`config.mk`:
```
export PLATFORM = sky130hd
export DESIGN_NAME = uart_rx
export DESIGN_NICKNAME = d
export VERILOG_FILES = /design/src/rtl/uart_pkg.sv /design/src/rtl/uart_rx_sampler.sv /design/src/rtl/uart_rx.sv
export SDC_FILE = /design/constraint.sdc
export NUM_CORES = 1
export LEC_CHECK = 0
export CAP_MARGIN = 20
export CORE_MARGIN = 4
export CORE_UTILIZATION = 38
export CTS_CLUSTER_SIZE = 8
export DETAILED_ROUTE_END_ITERATION = 6
export GPL_TIMING_DRIVEN = 0
export PLACE_DENSITY_LB_ADDON = 0.15
export SKIP_CTS_REPAIR_TIMING = 1
export SKIP_LAST_GASP = 1
export SYNTH_ARGS = -nofsm -noshare
export SYNTH_HDL_FRONTEND = slang
export SYNTH_SLANG_ARGS = --single-unit
export TNS_END_PERCENT = 100
```
`constraint.sdc`:
```
create_clock -name clk -period 2.15 [get_ports clk]
set_input_delay 0.5375 -clock clk [delete_from_list [all_inputs] [get_ports clk]]
set_output_delay 0.5375 -clock clk [all_outputs]
set_load 0.1 [all_outputs]
```
`src/rtl/uart_pkg.sv`:
```
// Shared types and constants for the UART receive path (uart_rx and its sampler).
package uart_pkg;

   localparam int DATA_WIDTH = 8;
   localparam int PRESCALE_W = 6;

   localparam logic [PRESCALE_W-1:0] PRESCALE_8  = PRESCALE_W'(8);
   localparam logic [PRESCALE_W-1:0] PRESCALE_16 = PRESCALE_W'(16);
   localparam logic [PRESCALE_W-1:0] PRESCALE_32 = PRESCALE_W'(32);

   typedef enum logic [2:0] {
      IDLE,
      START,
      DATA,
      PARITY,
      STOP
   } rx_state_e;

   // Any ratio other than 8/16/32 falls back to 8.
   function automatic logic [PRESCALE_W-1:0] legal_prescale(input logic [PRESCALE_W-1:0] p);
      case (p)
         PRESCALE_8, PRESCALE_16, PRESCALE_32: return p;
         default:                              return PRESCALE_8;
      endcase
   endfunction

endpackage

```
`src/rtl/uart_rx_sampler.sv`:
```
// Bit-period counter and mid-bit sampler for uart_rx. Define UART_RX_MAJORITY_EN for a
// 2-of-3 vote at P/2-1, P/2, P/2+1; otherwise a single sample is taken at P/2.
module uart_rx_sampler #(
   parameter int PRESCALE_W = uart_pkg::PRESCALE_W
) (
   input  logic                  clk,
   input  logic                  rst_n,
   input  logic                  rx_in,
   input  logic [PRESCALE_W-1:0] prescale,
   input  logic                  start,
   input  logic                  active,
   output logic                  sampled_bit,
   output logic                  bit_done
);
   import uart_pkg::*;

   logic [PRESCALE_W-1:0] edge_cnt;
   logic [PRESCALE_W-1:0] half;
   logic [PRESCALE_W-1:0] last;

   assign half     = prescale >> 1;
   assign last     = prescale - PRESCALE_W'(1);
   assign bit_done = active && (edge_cnt == last);

   // The start-detection cycle is count 0, so the first START cycle already sits at 1.
   always_ff @(posedge clk or negedge rst_n) begin
      if (!rst_n)
         edge_cnt <= '0;
      else if (start)
         edge_cnt <= PRESCALE_W'(1);
      else if (!active || bit_done)
         edge_cnt <= '0;
      else
         edge_cnt <= edge_cnt + PRESCALE_W'(1);
   end

`ifdef UART_RX_MAJORITY_EN
   logic [2:0] samp_r;

   always_ff @(posedge clk or negedge rst_n) begin
      if (!rst_n) begin
         samp_r <= 3'b111;
      end else if (active) begin
         if (edge_cnt == half - PRESCALE_W'(1)) samp_r[0] <= rx_in;
         if (edge_cnt == half)                  samp_r[1] <= rx_in;
         if (edge_cnt == half + PRESCALE_W'(1)) samp_r[2] <= rx_in;
      end
   end

   assign sampled_bit = (samp_r[0] & samp_r[1]) | (samp_r[0] & samp_r[2]) | (samp_r[1] & samp_r[2]);
`else
   logic samp_r;

   always_ff @(posedge clk or negedge rst_n) begin
      if (!rst_n)
         samp_r <= 1'b1;
      else if (active && (edge_cnt == half))
         samp_r <= rx_in;
   end

   assign sampled_bit = samp_r;
`endif

endmodule

```
`src/rtl/uart_rx.sv`:
```
// Oversampling UART receiver: start, DATA_WIDTH data bits LSB first, optional parity, one stop.
// Sampling mode selected by UART_RX_MAJORITY_EN (see uart_rx_sampler).
module uart_rx #(
   parameter int DATA_WIDTH = uart_pkg::DATA_WIDTH,
   parameter int PRESCALE_W = uart_pkg::PRESCALE_W
) (
   input  logic                  clk,
   input  logic                  rst_n,
   input  logic                  RX_IN,
   input  logic [PRESCALE_W-1:0] prescale,
   input  logic                  PAR_EN,
   input  logic                  PAR_TYP,
   output logic [DATA_WIDTH-1:0] P_DATA,
   output logic                  data_valid,
   output logic                  par_err,
   output logic                  stp_err
);
   import uart_pkg::*;

   localparam int BIT_CNT_W = $clog2(DATA_WIDTH + 1);

   rx_state_e               state_r, state_nx;
   logic [PRESCALE_W-1:0]   p_lat;
   logic                    par_en_lat, par_typ_lat;
   logic [BIT_CNT_W-1:0]    bit_cnt_r;
   logic [DATA_WIDTH-1:0]   shift_r;
   logic                    par_bad_r;
   logic                    start_det, sampled_bit, bit_done, frame_ok;

   assign start_det = (state_r == IDLE) && !RX_IN;
   assign frame_ok  = sampled_bit && !par_bad_r;

   uart_rx_sampler #(.PRESCALE_W(PRESCALE_W)) u_sampler (
      .clk        (clk),
      .rst_n      (rst_n),
      .rx_in      (RX_IN),
      .prescale   (p_lat),
      .start      (start_det),
      .active     (state_r != IDLE),
      .sampled_bit(sampled_bit),
      .bit_done   (bit_done)
   );

   // NOTE: non-blocking (<=) for every flop so all registers update from pre-edge values.
   always_ff @(posedge clk or negedge rst_n) begin
      if (!rst_n) state_r <= IDLE;
      else        state_r <= state_nx;
   end

   // NOTE: state_nx gets a default before the case so no path leaves it unassigned (no latch).
   always_comb begin
      state_nx = state_r;
      unique case (state_r)
         IDLE:    if (!RX_IN) state_nx = START;
         START:   if (bit_done) state_nx = sampled_bit ? IDLE : DATA;
         DATA:    if (bit_done && (bit_cnt_r == BIT_CNT_W'(DATA_WIDTH - 1)))
                     state_nx = par_en_lat ? PARITY : STOP;
         PARITY:  if (bit_done) state_nx = STOP;
         STOP:    if (bit_done) state_nx = IDLE;
         default: state_nx = IDLE;
      endcase
   end

   always_ff @(posedge clk or negedge rst_n) begin
      if (!rst_n) begin
         p_lat       <= PRESCALE_8;
         par_en_lat  <= 1'b0;
         par_typ_lat <= 1'b0;
         bit_cnt_r   <= '0;
         shift_r     <= '0;
         par_bad_r   <= 1'b0;
         P_DATA      <= '0;
         data_valid  <= 1'b0;
         par_err     <= 1'b0;
         stp_err     <= 1'b0;
      end else begin
         data_valid <= 1'b0;
         par_err    <= 1'b0;
         stp_err    <= 1'b0;
         if (start_det) begin
            p_lat       <= legal_prescale(prescale);
            par_en_lat  <= PAR_EN;
            par_typ_lat <= PAR_TYP;
            bit_cnt_r   <= '0;
            par_bad_r   <= 1'b0;
         end
         if (bit_done) begin
            case (state_r)
               DATA: begin
                  shift_r   <= {sampled_bit, shift_r[DATA_WIDTH-1:1]};
                  bit_cnt_r <= (bit_cnt_r == BIT_CNT_W'(DATA_WIDTH - 1)) ? '0 : bit_cnt_r + BIT_CNT_W'(1);
               end
               PARITY: par_bad_r <= sampled_bit != (par_typ_lat ? ~^shift_r : ^shift_r);
               STOP: begin
                  data_valid <= frame_ok;
                  par_err    <= par_bad_r;
                  stp_err    <= !sampled_bit;
                  if (frame_ok) P_DATA <= shift_r;
               end
               default: ;
            endcase
         end
      end
   end

endmodule

```
==> flow_summary.toml <==
[outcome]
outcome = "complete, but fails checks"
violations = "negative setup slack"

[yosys]
synth_top_flop_cell = "dfrtp_1"
synth_compound_area_share_pct = 6.88
synth-simple-area-share_pct = 17.1
async_flop_share_pct = 100
ys_seq_area_share_pct = 49.1
syn_inst = 190
ys_ff_latch = 42
synthAdderAreaFrac_pct = 1.75
synthMuxAreaShare_pct = 12.1
synth_top_family_by_area = "simple AND/OR/NAND/NOR gates"
synth_xor_area_share_pct = 9.79
synth_edf_count = 0
synth_area_um2 = 2150
ys_types = 42
ys_warn_count = 0
synth_fp_nets = 204
syn_area_per_cell_um2 = 11.3

[grt]
grt_max_degree = 29
grt_pass1_vias = 1433
grt_pass1_wl_um = 6720
grt_antenna_before_repair = 0
grt_overflow = 0
grt.total_usage_pct = 11.9

[power_and_ir_drop]
irDropWorstVdd_uv = 643
sw_frac_of_total_pct = 37.8
p_int_w = 0.00200
power.density_nw_per_um2 = 1140
switching_power_w = 0.00121
power.leakage_nw = 1.49
combPwrFrac_pct = 48.5
seqPwrFrac_pct = 36.6
p_clk_share_pct = 14.9

[place]
port_buffers = 21
place_hpwl_um = 2880
dpl-instance-area_um2 = 2470
gp_congestion = 0.741

[die]
initial_core_util_pct = 39.0
core-area_um2 = 5510
pin_count = 22
die_h_um = 83.2
dieWidth_um = 83.2
num_rows = 27
die-area_um2 = 6920

[final_layout]
diodes = 0
fin_nets = 249
drive_gt1_share_pct = 31.1
final_area_um2 = 2830
final_common_cell = "dfrtp_1"
area_delta_synth_final_pct = 31.6
layout_common_cells = "dfrtp_1 (38), nand2_1 (15), xnor2_1 (14)"

[worst_setup_path]
worst-path-max-fanout = 6
startpoint_type = "flip-flop"
path_class = "flip-flop to flip-flop"
cp.required_ps = 2320
critPathArrivalTime_ps = 2430
end_kind = "flip-flop"

[cts]
cts_buffers = 5
cts-root-buf = "clkbuf_8"
clock-sinks = 42
clkLatencyLatePin_ps = 290
clk_pin_slew_worst_paths_ps = 80
cts_tree = "built"
htree_levels = 2
clockBufferDepth = 2

[timing]
setup_ws_ps = -110
slew_violations = 0
hold_viol_final = 0
slew-limit-headroom_pct = 34.1
period_needed_ps = 2260
fin_hold_ws_ps = 160
max_slew.worst_pin.slew_ps = 987
period_share_pct = 105
fin_worst_skew_ps = 7.66
setup_tns_ps = -857
setup_violations = 11
fmax_mhz = 443
rsz0062_at_grt = "true"

[route]
routed_wirelength_um = 4270
routedWlPerCell_um = 13.9
final_antenna_net_count = 0
via_per_inst = 4.97
drc = 0
dr.pass1.iters = 4
routed-via-count = 1526
initialDrtViolationCount = 33

[run]
cap_violations = 0

[hold_path]
hold_path.class = "input port to async pin"
## routing by layer
layer,track usage (%),share of wire [%],vias to the layer above
li1,-,-,752
met1,16.9,51,746
met2,18.1,46,23
met3,2.78,3.3,5
met4,3.12,0.66,0
met5,0,0,-
## worst max-delay path, stage by stage (launching register included)
cell and delay [ps]:
dfrtp_2 430, inv_2 70, ha_4 160, or3_4 390, a31o_4 280, or3_4 360, clkbuf_16 170, mux2_4 290
## registers in the layout (all words and copies together), names as in the netlist
name / count
P_DATA: 8
shift_r: 8
p_lat: 6
u_sampler.edge_cnt: 6
bit_cnt_r: 4
state_r: 3
data_valid: 1
par_bad_r: 1
par_en_lat: 1
par_err: 1
par_typ_lat: 1
stp_err: 1
u_sampler.sampled_bit: 1
## logic make-up (layout without fill, tap and decap cells)
kind of cell | after synthesis | after routing
XOR/XNOR | 24 | 24
multiplexers | 21 | 21
AND/OR/NAND/NOR | 67 | 67
buffers and inverters | 13 | 58
adder cells (fa/ha/maj) | 3 | 3
AO/OA/AOI/OAI | 20 | 20
flip-flops | 42 | 42
## cell usage after synthesis, drive strengths merged, types with 3 or more instances
library cell | number | share of area, %
o31ai | 3 | 1.0
nor2 | 11 | 1.9
mux2i | 5 | 2.3
xnor2 | 15 | 6.1
dfrtp | 40 | 47
xor2 | 9 | 3.7
clkbuf | 5 | 0.87
inv | 5 | 0.87
nand2 | 15 | 2.6
and3 | 3 | 0.87
or3 | 3 | 1.1
nor2b | 4 | 1.5
buf | 3 | 1.6
nand2b | 5 | 1.5
or4 | 3 | 1.1
nand3 | 3 | 0.70
a21oi | 5 | 1.2
nor4 | 5 | 1.5
nor3 | 7 | 1.6
mux2 | 16 | 9.8
ha | 3 | 1.7
## per-stage QoR
stage	utilization (%)	instances	power (W)	setup WS, ps
2_1_floorplan	-	190	0.00204	25.7
3_3_place_gp	44.5	283	0.00229	-596
3_5_place_dp	44.9	285	0.00230	-321
4_1_cts	46.3	292	0.00279	-329
5_1_grt	51.3	307	0.00345	-197
6_report	51.3	307	0.00321	-110
## path summary, 6_finish.rpt
kind | cells past startpoint | end | from | slack, ps
min in group clk | 1 | P_DATA[0] | P_DATA[0] | 510
worst max register to register | 7 | shift_r[5] | p_lat[0] | -110
worst min-delay path | 1 | p_lat[2] | rst_n | 160
max in group asynchronous | 2 | u_sampler.sampled_bit | rst_n | 1450
worst min register to register | 1 | P_DATA[0] | P_DATA[0] | 510
worst max-delay path | 7 | shift_r[5] | p_lat[0] | -110
## layout make-up
| class | instances | area, µm² |
|---|---|---|
| clock inverters | 2 | 10.0 |
| flip-flops and latches | 42 | 1060 |
| well taps | 72 | 90.1 |
| fillers | 509 | 2680 |
| multi-input cells | 135 | 1120 |
| inverters | 5 | 18.8 |
| plain buffers | 7 | 60.1 |
| repair buffers | 39 | 400 |
| clock buffers | 5 | 68.8 |
## power groups by stage
| stage | logic, W | registers [W] | clock network [W] |
|---|---|---|---|
| 2_1_floorplan | 0.000933 | 0.00110 | 0 |
| 3_3_place_gp | 0.00114 | 0.00115 | 0 |
| 3_5_place_dp | 0.00115 | 0.00115 | 0 |
| 4_1_cts | 0.00116 | 0.00114 | 0.000493 |
| 5_1_grt | 0.00170 | 0.00121 | 0.000533 |
| 6_report | 0.00156 | 0.00118 | 0.000479 |
Power figures use the tool's default switching activity.
